$ cat config.mk
export PLATFORM = sky130hd
export DESIGN_NAME = channel_mux_8x1
export DESIGN_NICKNAME = d
export VERILOG_FILES = /design/src/rtl/channel_mux_8x1.sv
export SDC_FILE = /design/constraint.sdc
export NUM_CORES = 1
export LEC_CHECK = 0
export CORE_MARGIN = 5
export CORE_UTILIZATION = 47
export CTS_CLUSTER_SIZE = 12
export DETAILED_ROUTE_END_ITERATION = 12
export PLACE_DENSITY = 0.87
export SETUP_SLACK_MARGIN = 0.05
export SLEW_MARGIN = 10
export SYNTH_ARGS = -nofsm -noshare
export SYNTH_HDL_FRONTEND = slang
export SYNTH_SLANG_ARGS = --single-unit
$ cat constraint.sdc
create_clock -name clk -period 8.4 [get_ports clk]
set_clock_uncertainty 0.1 [all_clocks]
set_input_delay 0.84 -clock clk [delete_from_list [all_inputs] [get_ports clk]]
set_output_delay 0.84 -clock clk [all_outputs]
set_load 0.05 [all_outputs]
$ cat src/rtl/channel_mux_8x1.sv
// channel_mux_8x1: eight 8-bit request channels arbitrated round-robin into a
// single registered output stage with a valid/ready handshake downstream.
// A grant consumes the channel word at the same edge that loads it into dout,
// so a word appears on dout one cycle after its request wins arbitration.
module channel_mux_8x1 (
    input  logic       clk,
    input  logic       rst,
    input  logic [7:0] a,
    input  logic [7:0] b,
    input  logic [7:0] c,
    input  logic [7:0] d,
    input  logic [7:0] e,
    input  logic [7:0] f,
    input  logic [7:0] g,
    input  logic [7:0] h,
    input  logic [7:0] req,
    output logic [7:0] gnt,
    output logic [7:0] dout,
    output logic [2:0] sel,
    output logic       dout_valid,
    input  logic       dout_ready
);

    typedef enum logic {
        EMPTY = 1'b0,
        FULL  = 1'b1
    } state_t;

    state_t     state_q;
    state_t     state_d;
    logic [2:0] ptr;
    logic       pop;
    logic       load_ok;
    logic       found;
    logic [2:0] grant_idx;
    logic       grant;
    logic [7:0] ch_word;

    // The output register frees up either when it is empty or when its word
    // leaves this cycle, which is what allows one word per cycle.
    assign pop        = (state_q == FULL) && dout_ready;
    assign load_ok    = (state_q == EMPTY) || pop;
    assign dout_valid = (state_q == FULL);

    // Round-robin search: first requesting channel at or after ptr, wrapping.
    always_comb begin
        // NOTE: every variable gets a default before any conditional write,
        // otherwise the tool infers a latch to hold the old value.
        found     = 1'b0;
        grant_idx = 3'd0;
        for (int i = 0; i < 8; i++) begin
            if (!found && req[ptr + 3'(i)]) begin
                found     = 1'b1;
                grant_idx = ptr + 3'(i);
            end
        end
    end

    // Grant is combinational so the upstream sees it in the consuming cycle;
    // reset masks it so nothing is consumed while the block is held in reset.
    always_comb begin
        gnt = 8'h00;
        if (load_ok && found && !rst) begin
            gnt = 8'(1) << grant_idx;
        end
    end

    assign grant = |gnt;

    // Select the granted channel's data for loading into dout.
    always_comb begin
        ch_word = a;
        case (grant_idx)
            3'd0: ch_word = a;
            3'd1: ch_word = b;
            3'd2: ch_word = c;
            3'd3: ch_word = d;
            3'd4: ch_word = e;
            3'd5: ch_word = f;
            3'd6: ch_word = g;
            3'd7: ch_word = h;
            default: ch_word = a;
        endcase
    end

    // FSM next state: a grant always fills the register; a pop alone drains it.
    always_comb begin
        state_d = state_q;
        if (grant) begin
            state_d = FULL;
        end else if (pop) begin
            state_d = EMPTY;
        end
    end

    // FSM state register with synchronous reset.
    always_ff @(posedge clk) begin
        // NOTE: sequential state uses non-blocking assignments so every
        // register samples pre-edge values regardless of statement order.
        if (rst) begin
            state_q <= EMPTY;
        end else begin
            state_q <= state_d;
        end
    end

    // Output word, source index and priority pointer update only on a grant;
    // on a drain they keep their last values.
    always_ff @(posedge clk) begin
        if (rst) begin
            dout <= 8'h00;
            sel  <= 3'd0;
            ptr  <= 3'd0;
        end else if (grant) begin
            dout <= ch_word;
            sel  <= grant_idx;
            ptr  <= grant_idx + 3'd1;
        end
    end

endmodule

## Yosys cells after proc, flatten, opt, wreduce, memory -nomap -nowiden

Index checks and enable logic that the tools add are counted.

- Register bits: 15

- Mux-type cells: 36
- Add/subtract/negate cells: 8
- Equality and inequality tests: 7
- Bitwise operators: 1
- Shift-type cells: 1
- Order comparisons: 8
- Reduce and logical (&&, ||, !) cells: 22

Operator list:

| operator | number |
|---|---|
| 8-bit case mux with 8 select lines | 1 |
| 3-bit by 4-bit less-than comparator with 1-bit output, second input constant | 8 |
| 1-bit binary-select mux with 3-bit select | 8 |
| 3-bit 2-to-1 mux | 8 |
| 1-bit 2-to-1 mux | 18 |
| 3-bit adder, second input constant | 4 |
| 3-bit == test, second input constant | 4 |
| 1-bit logical AND | 10 |
| 1-bit zero test | 8 |
| 8-bit 2-to-1 mux | 1 |
| 8-bit OR reduction | 1 |
| 1-bit by 3-bit << shifter with 8-bit output, first input constant | 1 |
| 3-bit by 1-bit adder with 3-bit output, second input constant | 2 |
| 3-bit by 2-bit adder with 3-bit output, second input constant | 2 |
| 3-bit by 2-bit == test with 1-bit output, second input constant | 2 |
| 3-bit by 1-bit == test with 1-bit output, second input constant | 1 |
| 3-bit zero test | 1 |
| 2-bit nonzero test | 1 |
| 1-bit logical OR | 1 |
| 1-bit inverter | 1 |

## Logic depth before layout (Yosys ltp)

- Depth in word-level cells: 29
- Gate-level depth with buffers: 24

## Worst setup path after synthesis

Ideal clock, no wire load.

- Kind: flip-flop to flip-flop
- From: reg ptr[1]
- To: reg dout[0]
- Setup time: 0.122 ns
- Stages on the path, launching flop included: 23
- Required time: 8.178 ns
- Slack: 3.002 ns
- Arrival time: 5.176 ns
- Cell sequence: dfxtp_1 > buf_2 > buf_1 > inv_1 > ha_1 > buf_6 > buf_8 > mux2_4 > mux4_2 > o32ai_4 > and3_2 > nand3_1 > a41oi_1 > ha_1 > ha_1 > clkbuf_1 > nor4_1 > a211oi_1 > a21boi_1 > or2_2 > clkbuf_1 > nor2_1 > a221o_1

- Elaborated cells on any way between the ends: 67

RTL lines:

| item | RTL line | source |
|---|---|---|
| start: declaration | 31 | `logic [2:0] ptr;` |
| start signal: assignment | 117 | `ptr <= grant_idx + 3'd1;` |
| parallel branches: the longest is 23 deep, another holds 3-bit by 1-bit adder with 3-bit output | -- |  |
| 3-bit 2-to-1 mux (*) | 52 | `if (!found && req[ptr + 3'(i)]) begin` |
| via grant_idx[0] | 35 | `logic [2:0] grant_idx;` |
| 1-bit by 3-bit << shifter with 8-bit output | 64 | `gnt = 8'(1) << grant_idx;` |
| 8-bit 2-to-1 mux | 63 | `if (load_ok && found && !rst) begin` |
| 8-bit OR reduction | 68 | `assign grant = \|gnt;` |
| end signal: assignment | 115 | `dout <= ch_word;` |
| end: declaration | 18 | `output logic [7:0] dout,` |

Mark *: on every way through the listed nets, which the timed path passes. The select of a mux whose other input is x is not followed.
A chain may end at the register's enable or synchronous reset.

## Final worst setup path

- From: reg ptr[0]
- To: out gnt[1]

- Cells in the longest elaborated chain, start to end: 27
- Elaborated cells on any way between the ends: 57

RTL lines:

| item | RTL line | source |
|---|---|---|
| parallel branches: the longest is 26 deep, another holds 3-bit by 1-bit adder with 3-bit output | -- |  |
| 8-bit 2-to-1 mux (*) | 63 |  |
| end: declaration | 17 | `output logic [7:0] gnt,` |

Mark *: on every way between the ends. The select of a mux whose other input is x is not followed.

==> run_results.csv <==
group,metric,value,unit
run_status,status,"completed",
clocking,cts.sinks,15,
setup_path,crit_chain,"clkinv_1 > ha_1 > mux4_1 > mux2i_1 > a21bo_2 > o221a_2 > o31ai_1 > and2_1 > ha_1 > inv_1 > nor2_1 > clkdlybuf4s50_1",
floorplanning,rows,25,
floorplanning,dieArea,0.006264,mm2
synth,ys.flop_type,"dfxtp_1",
route,vias,2324,
synth,seq_area_frac_synth,13.36,%
floorplanning,io_pins,95,
clocking,cts_buffers,3,
min_path,hold_path.class,"flop to flop",
place,port-buffer-count,94,
synth,synth-edff-count,0,
sta,tightest_slew,0.9934,ns
final_layout,drive_gt1_share,9.202,%
final_layout,area_delta_synth_final,40.81,%
clocking,cts_resized,0,
route,first_pass_iters,4,
synth,ys_seq_elements,15,
synth,synth_top_area_cell,"dfxtp_1",
floorplanning,die_h,79.15,um
sta,hold_viol,0,
route,routed_wirelength,7.294,mm
global_routing,grt_pass1_wl,11.55,mm
place,place.gp.congestion,0.9376,
synth,synth.most_common_cell,"nor2_1",
synth,synth_top_area_share,13.36,%
global_routing,antenna_found_initial,0,
global_routing,grt_max_degree,23,
clocking,path_clk_slew,0.06,ns
sta,fin_crit,7.177,ns
sta,period_share,85.44,%
global_routing,grt_pass1_vias,2210,
synth,syn-num-nets,334,
global_routing,overflow,0,
flow_run,cap_violations,0,
final_layout,num-fill-cells,376,
synth,syn_avg_cell_area,8.953,um2
setup_path,critPathLaunchType,"flop",
clocking,tritoncts,"done",
sta,max_freq,139.3,MHz
synth,synthCells,251,
route,drt_iter0_drc,199,
clocking,postCtsHoldBufs,0,
sta,setup_total_negative_slack,0,ns
setup_path,cpMaxStageDelayCell,"dfxtp_1",
floorplanning,core,0.004692,mm2
clocking,cts_root_buf,"clkbuf_8",
place,dp_hpwl,5.776,mm
route,detail-route-antenna-nets,0,
final_layout,antenna_cells,0,
floorplanning,start_util,47.89,%
sta,slew_viol_final,0,
clocking,htree_levels,1,
power,leakage,1.219,nW
setup_path,worstPathMaxFanout,22,
clocking,insertion_delay,0.25,ns
synth,yosys_warnings,0,
synth,synthTopCellsByArea,"dfxtp_1, mux4_1, mux4_2",
setup_path,cp.arrival,6.24,ns
setup_path,crit_top_cell,"ha_1",
power,power_density,332.1,mW/mm2
setup_path,critPathKind,"flop to primary output",
clocking,postCtsSetupRepairBufs,0,
sta,setup_viol,0,
synth,netlist_area,0.002247,mm2
synth,synthTopCellsByCount,"nor2_1, inv_1, mux2i_1, nand2_1, dfxtp_1",
global_routing,grt_use_total,22.79,%
setup_path,cp_data_required_time,7.46,ns
final_layout,utilization,67.44,%
synth,synth.distinct_cells,56,
clocking,cts.path.max_buffers,2,
sta,grt_setup_unrepaired,"false",
sta,relSlewSlack,33.63,%
power,irDropWorstVdd,0.1460,mV
floorplanning,die_w,79.15,um
synth,async_flop_share,0,%
setup_path,slowest_delay,0.87,ns
route,drc_errors,0,
setup_path,cp-end-kind,"primary output",
route,via_per_inst,6.116,
route,post_drt_wl_per_cell,19.19,um
final_layout,final_net_count,410,
## report_power, final
part,internal (mW),switching [mW],total [mW]
clock,0.0336,0.0251,0.0587
sequential,0.0953,0.0305,0.126
combinational,0.380,0.487,0.866
## flip-flops by register name, summed over array words and instances, names as in the netlist
| name | flops |
|---|---|
| dout_valid | 1 |
| dout | 8 |
| sel | 3 |
| ptr | 3 |
## routing by layer
metal	GRT usage, %	vias up	wire length [um]
li1	-	1133	-
met1	31.15	1113	3224
met2	38.22	67	3629
met3	2.381	11	299
met4	6.014	0	140
met5	0	-	0
## area by class of cell
class	count	area (um2)	area share [%]
inverters	18	67.56	2.135
clock buffers	4	45.04	1.423
multi-input cells	195	1743	55.08
well taps	54	67.56	2.135
repair buffers	94	940.9	29.74
flip-flops and latches	15	300.3	9.490
## worst paths after layout
path	startpoint	to	slack, ns	cells after the start
worst min register to register	sel[2]	sel[2]	0.40	2
worst min-delay path	sel[2]	sel[2]	0.40	2
worst max-delay path	ptr[0]	gnt[1]	1.22	12
worst max register to register	ptr[0]	dout[5]	1.44	15
## layout by cell type, fill, tap and decap left out, types with 2 or more instances in the layout
master	count
a221oi_1	2
a22o_1	2
mux2i_1	16
a32o_1	2
nor2_1	23
a211oi_1	6
a222oi_1	6
a21oi_1	5
a22oi_1	10
nand2_1	16
xnor2_1	4
and3_1	4
nand4_1	4
mux2_4	2
mux4_1	7
o21ai_0	5
inv_1	17
dfxtp_1	15
and2_1	8
a221o_1	14
o21a_1	2
ha_1	8
mux2_2	6
clkdlybuf4s50_1	94
nand2b_1	2
mux4_2	8
clkbuf_8	3
nand3_1	6
xor2_1	2
nor2b_1	4
## logic make-up (layout without fill, tap and decap cells)
group / after synthesis / count (layout) / share of synthesized area (%)
and+or+nand+nor: 74 / 74 / 16.98
AOI/OAI and AO/OA: 68 / 68 / 26.11
buffers and inverters: 41 / 116 / 9.075
muxes: 39 / 39 / 27.67
DFF: 15 / 15 / 13.36
adders and majority gates: 8 / 8 / 4.455
xor gates and xnor gates: 6 / 6 / 2.339
## critical path, delay by kind of cell (launching register included)
family,cells,cell delay (ns)
AOI/OAI and AO/OA,3,0.66
adders and majority gates,2,1.49
buffers and inverters,3,1.43
DFF,1,0.87
muxes,2,1.09
and+or+nand+nor,2,0.43
## through the flow
| stage | hold slack, ns | total power [mW] | cell area (um2) | setup WS (ns) | std cells |
|---|---|---|---|---|---|
| final | 0.4003 | 1.051 | 3164 | 1.223 | 380 |
| after global placement | 0.3892 | 0.9706 | 3119 | 1.736 | 376 |
| after floorplan | 0.6130 | 0.8040 | 2247 | 3.002 | 251 |
| after CTS | 0.4061 | 1.047 | 3164 | 1.273 | 380 |
| after detailed placement | 0.3985 | 0.9846 | 3119 | 1.594 | 376 |
| after global routing | 0.4304 | 1.135 | 3164 | 0.7597 | 380 |
No activity file was read; power rests on OpenSTA's default activity.
